**src/rtl/lstm_cell_update.sv**
```systemverilog
// LSTM cell-state / hidden-output update engine driven by the gate memory sequencer strobes.
// Computes c_new = sat(f*c_pre + i*g) and h_new = o * pwl_tanh(c_new), one element per slot.
module lstm_cell_update #(
  parameter int WL      = 16,
  parameter int FL      = 12,
  parameter int N_CELLS = 64
) (
  input  logic                 clk,
  input  logic                 rst_n,
  input  logic                 start_net,
  input  logic                 f_done,
  input  logic                 i_done,
  input  logic                 c_done,
  input  logic signed [WL-1:0] mem_net1,
  input  logic signed [WL-1:0] mem_net2,
  input  logic signed [WL-1:0] c_pre,
  output logic signed [WL-1:0] c_new,
  output logic signed [WL-1:0] h_new,
  output logic                 c_valid,
  output logic                 h_valid,
  output logic [7:0]           cell_count,
  output logic                 all_done,
  output logic                 protocol_err
);

  typedef enum logic [2:0] {IDLE, WAIT_I, SUM, TANH, WAIT_O} state_t;

  localparam logic [WL-1:0] HALF  = WL'(1) << (FL - 1);
  localparam logic [WL-1:0] QUART = WL'(1) << (FL - 2);
  localparam logic [WL-1:0] ONE   = WL'(1) << FL;
  localparam logic [WL-1:0] KNEE  = HALF + ONE;

  state_t state, state_next;
  logic signed [WL-1:0] fc, ig, th;
  logic take_f, take_i, take_o, strobe_err, multi;
  logic [1:0] n_str;

  function automatic logic signed [WL-1:0] sat_wide(input logic signed [2*WL:0] v);
    logic signed [2*WL:0] hi, lo;
    hi = {{(WL+2){1'b0}}, {(WL-1){1'b1}}};
    lo = {{(WL+2){1'b1}}, {(WL-1){1'b0}}};
    if (v > hi)      return hi[WL-1:0];
    else if (v < lo) return lo[WL-1:0];
    else             return v[WL-1:0];
  endfunction

  // Round-half-up fixed-point multiply with saturation.
  function automatic logic signed [WL-1:0] mul(input logic signed [WL-1:0] a,
                                                input logic signed [WL-1:0] b);
    logic signed [2*WL:0] ae, be, p, rnd;
    ae  = {{(WL+1){a[WL-1]}}, a};
    be  = {{(WL+1){b[WL-1]}}, b};
    rnd = '0;
    rnd[FL-1] = 1'b1;
    p = ae * be + rnd;
    return sat_wide(p >>> FL);
  endfunction

  function automatic logic signed [WL-1:0] sat_add(input logic signed [WL-1:0] a,
                                                    input logic signed [WL-1:0] b);
    logic signed [WL:0] s;
    s = {a[WL-1], a} + {b[WL-1], b};
    return sat_wide({{WL{s[WL]}}, s});
  endfunction

  // Three-segment odd tanh: identity, slope 1/2 with 0.25 offset, then clamp at 1.0.
  function automatic logic signed [WL-1:0] pwl_tanh(input logic signed [WL-1:0] x);
    logic [WL-1:0] a, r;
    if (x == {1'b1, {(WL-1){1'b0}}}) a = {1'b0, {(WL-1){1'b1}}};
    else if (x[WL-1])                a = WL'(-x);
    else                             a = WL'(x);
    if (a < HALF)      r = a;
    else if (a < KNEE) r = (a >> 1) + QUART;
    else               r = ONE;
    return x[WL-1] ? -$signed(r) : $signed(r);
  endfunction

  always_comb begin
    n_str      = {1'b0, f_done} + {1'b0, i_done} + {1'b0, c_done};
    multi      = n_str > 2'd1;
    state_next = state;
    take_f     = 1'b0;
    take_i     = 1'b0;
    take_o     = 1'b0;
    strobe_err = 1'b0;
    case (state)
      IDLE: begin
        if (multi || i_done || c_done) strobe_err = 1'b1;
        else if (f_done) begin take_f = 1'b1; state_next = WAIT_I; end
      end
      WAIT_I: begin
        if (multi || f_done || c_done) strobe_err = 1'b1;
        else if (i_done) begin take_i = 1'b1; state_next = SUM; end
      end
      SUM: begin
        strobe_err = n_str != 2'd0;
        state_next = TANH;
      end
      TANH: begin
        strobe_err = n_str != 2'd0;
        state_next = WAIT_O;
      end
      WAIT_O: begin
        if (multi || f_done || i_done) strobe_err = 1'b1;
        else if (c_done) begin take_o = 1'b1; state_next = IDLE; end
      end
      default: state_next = IDLE;
    endcase
  end

  always_ff @(posedge clk or negedge rst_n) begin
    if (!rst_n)         state <= IDLE;
    else if (start_net) state <= IDLE;
    else                state <= state_next;
  end

  always_ff @(posedge clk or negedge rst_n) begin
    if (!rst_n) begin
      fc <= '0; ig <= '0; th <= '0;
      c_new <= '0; h_new <= '0;
      c_valid <= 1'b0; h_valid <= 1'b0; all_done <= 1'b0;
      cell_count <= '0; protocol_err <= 1'b0;
    end else begin
      c_valid  <= 1'b0;
      h_valid  <= 1'b0;
      all_done <= 1'b0;
      if (start_net) begin
        cell_count   <= '0;
        protocol_err <= 1'b0;
      end else begin
        if (strobe_err) protocol_err <= 1'b1;
        if (cell_count == 8'(N_CELLS)) cell_count <= '0;
        if (take_f) fc <= mul(mem_net1, c_pre);
        if (take_i) ig <= mul(mem_net1, mem_net2);
        if (state == SUM) begin
          c_new   <= sat_add(fc, ig);
          c_valid <= 1'b1;
        end
        if (state == TANH) th <= pwl_tanh(c_new);
        if (take_o) begin
          h_new      <= mul(mem_net1, th);
          h_valid    <= 1'b1;
          cell_count <= cell_count + 8'd1;
          all_done   <= (cell_count + 8'd1) == 8'(N_CELLS);
        end
      end
    end
  end

endmodule

```
**config.mk**
```make
export PLATFORM = sky130hd
export DESIGN_NAME = lstm_cell_update
export DESIGN_NICKNAME = d
export VERILOG_FILES = /design/src/rtl/lstm_cell_update.sv
export SDC_FILE = /design/constraint.sdc
export NUM_CORES = 2
export LEC_CHECK = 0
export ABC_AREA = 1
export CAP_MARGIN = 15
export CORE_MARGIN = 1
export CORE_UTILIZATION = 40
export DETAILED_ROUTE_END_ITERATION = 8
export PLACE_DENSITY = 0.58
export SYNTH_ARGS = -nofsm -noshare
export SYNTH_HDL_FRONTEND = slang
export SYNTH_SLANG_ARGS = --single-unit
export TNS_END_PERCENT = 50
```
**constraint.sdc**
```tcl
create_clock -name clk -period 11.6 [get_ports clk]
set_input_delay 1.74 -clock clk [delete_from_list [all_inputs] [get_ports clk]]
set_output_delay 1.74 -clock clk [all_outputs]
set_load 0.03 [all_outputs]
```
==> flow_summary.toml <==
[run_status]
status = "finished clean"

[timing]
max_freq_mhz = 115
fin_crit_sh_pct = 75.1
setup_slack_ps = 2880
fin_hold_ws_ps = 495
slew_headroom_pct = 31.5
setup_violations = 0
rsz0062_at_grt = "no"
finalHoldViolations = 0
clock_skew_ps = 24.6
slew_viol_final = 0
timing.setup.tns_ps = 0
tightest_slew_ps = 1030
fin_crit_ps = 8720

[hold_path]
whs_endpoint = "h_new[15]$_DFFE_PN0P_"
hp-start = "h_new[15]$_DFFE_PN0P_"
hold_depth = 2
hold_path_class = "reg2reg"

[synthesis]
synth_top_area_cell = "fa_1"
async_flop_share_pct = 100
synthCells = 4757
synth_top_area_share_pct = 43.3
yosys_warnings = 0
yosysSeqAreaShare_pct = 6.40
synth_edf_count = 0
yosys-top-cells-area = "fa_1 43%, inv_1 14%, nand2_1 11%"
synth_cell_type_count = 57
syn_area_per_cell_um2 = 7.81
syn_area_um2 = 37100
synthesis.nets = 5871
synth_seq_cells = 95
synth_flop_cell = "dfrtp_1"

[drt]
first_iter_violations = 1822
post_drt_via_cell_ratio = 4.75
antenna_left = 0
vias = 28220
drt-total-wl_mm = 97.2
firstDrtPassIters = 7
avgRoutedWirePerCell_um = 16.4
post-route-drc-count = 0

[critical_path]
ff2ff_path_depth = 26
worstPathArrival_ps = 8970
reg2reg_slack_ps = 4310
worstSetupEndpointType = "flop"
cp.required_ps = 11860
slowest_stage = "clkdlybuf4s50_1"
startpoint_type = "primary input"
cpPeakStageDelay_ps = 790
worstSetupPathType = "in2reg"
cp.depth = 26
cp_max_fo = 16
path_delay_family = "adder cells"
r2r_end = "h_new[2]$_DFFE_PN0P_"
timing.rr.start = "th[3]$_DFFE_PN0P_"
cpMostUsedCell = "nand2_1"
critPathLaunch = "mem_net2[1]"
path_buf_inv = 6

[finish]
syn_to_final_growth_pct = 5.73
fin_nets = 5808
drive_gt1_share_pct = 3.30

[clock_tree]
hold_buffers = 0
clk_latency_ps = 400
ctsResizeCount = 0
cts.sinks = 95
cts_buffer_depth = 2
htreeDepth = 3
clock-root-buffer = "clkbuf_16"
path_clk_slew_ps = 70
cts_buffers = 9
cts_setup_buffers = 0
cts_tree = "done"

[floorplanning]
row_count = 111
die-area_um2 = 94000
die_x_um = 307
die_y_um = 307
start_util_pct = 40.4
io_pins = 98
core-area_um2 = 91800

[placed_design]
portBuffers = 97
gp_congestion = 0.910
hpwl_mm = 82.1
place_ws_ps = 2470

[global_route]
grt_pass1_vias = 30117
track_usage_pct = 22.0
antenna_found_initial = 9
grt_max_degree = 57
overflow = 0
grt_pass1_wl_mm = 164

[run]
max_cap_violations = 0
worst max-delay path by stage:
stage                          to  slack, ps
2_1_floorplan  fc[10]$_DFFE_PN0P_       3930
3_3_place_gp   ig[12]$_DFFE_PN0P_       2550
3_5_place_dp   fc[14]$_DFFE_PN0P_       2470
4_1_cts        fc[14]$_DFFE_PN0P_       2900
5_1_grt         ig[0]$_DFFE_PN0P_       2300
6_report        ig[0]$_DFFE_PN0P_       2880
state kept, by name, summed over array words and instances (netlist names), 3 cells and up:
signal and count:
ig 16, fc 16, th 16, c_new 16, state 3, h_new 16
cell_count 8
area by class of cell:
type | count | area [µm²]
flip-flops and latches | 95 | 2380
clock buffers | 9 | 225
repair buffers | 121 | 1070
inverters | 1407 | 5290
well taps | 1243 | 1560
diodes | 2 | 5.00
clock inverters | 7 | 66.3
multi-input cells | 3060 | 28700
fillers | 9380 | 52500
worst reg2reg max path: cells and delay by family, from the launching register on:
kind	cells	cell delay, ps
and+or+nand+nor	11	1500
buffers and inverters	6	610
AOI/OAI and AO/OA	2	620
adders and majority gates	7	3720
DFF	1	710
per-layer routing:
metal  up-vias  GRT usage, %  part of all wire (%)
met5         -             0                  0.10
met4        14          5.29                   2.2
met3       101          3.70                   6.1
met2       678          34.6                    45
met1     13936          31.6                    47
li1      13491             -                     -
synthesized netlist by cell type, types with 13 or more instances:
cell / instances
a21boi_0: 16
a21oi_1: 161
a21oi_2: 21
a31oi_1: 15
buf_1: 34
clkbuf_1: 143
dfrtp_1: 95
fa_1: 803
ha_1: 257
inv_1: 1390
inv_2: 14
nand2_1: 1101
nand2_2: 13
nand3_1: 77
nand3_2: 13
nand4_1: 29
nor2_1: 222
nor3_1: 26
o21ai_0: 91
xnor2_1: 43
xor2_1: 63
metrics by stage:
| stage | util (%) | area, µm² | std cells |
|---|---|---|---|
| floorplan | - | 37100 | 4757 |
| global placement | 42.4 | 39000 | 5925 |
| detailed placement | 42.4 | 39000 | 5925 |
| CTS | 42.7 | 39200 | 5941 |
| global route | 42.8 | 39300 | 5942 |
| finish | 42.8 | 39300 | 5944 |
cell usage in the layout (no fill, tap or decap), drive strengths merged, types with 15 or more instances in the layout:
cell type	netlist	final
nand3	93	93
a31oi	15	15
o21ai	107	107
buf	49	41
nand2	1114	1114
a21boi	16	16
nor3	28	28
fa	803	803
nand4	30	30
dfrtp	95	95
xor2	63	63
clkdlybuf4s50	0	80
xnor2	45	45
inv	1406	1408
a21oi	184	184
ha	257	257
nor2	236	236
kinds of logic (layout without fill, tap and decap cells):
kind of cell / after synthesis / in the layout / share of synthesized area, %
adder cells (fa/ha/maj): 1060 / 1060 / 52.0
buffers and inverters: 1602 / 1544 / 16.4
XOR/XNOR: 108 / 108 / 2.59
flip-flops: 95 / 95 / 6.40
AND/OR/NAND/NOR: 1521 / 1521 / 16.8
other: 0 / 2 / 0
AO/OA/AOI/OAI: 371 / 371 / 5.90
Power is left out: the tool's default activity adds up to more than one toggle a clock period on the data nets, which glitch-free logic cannot reach.
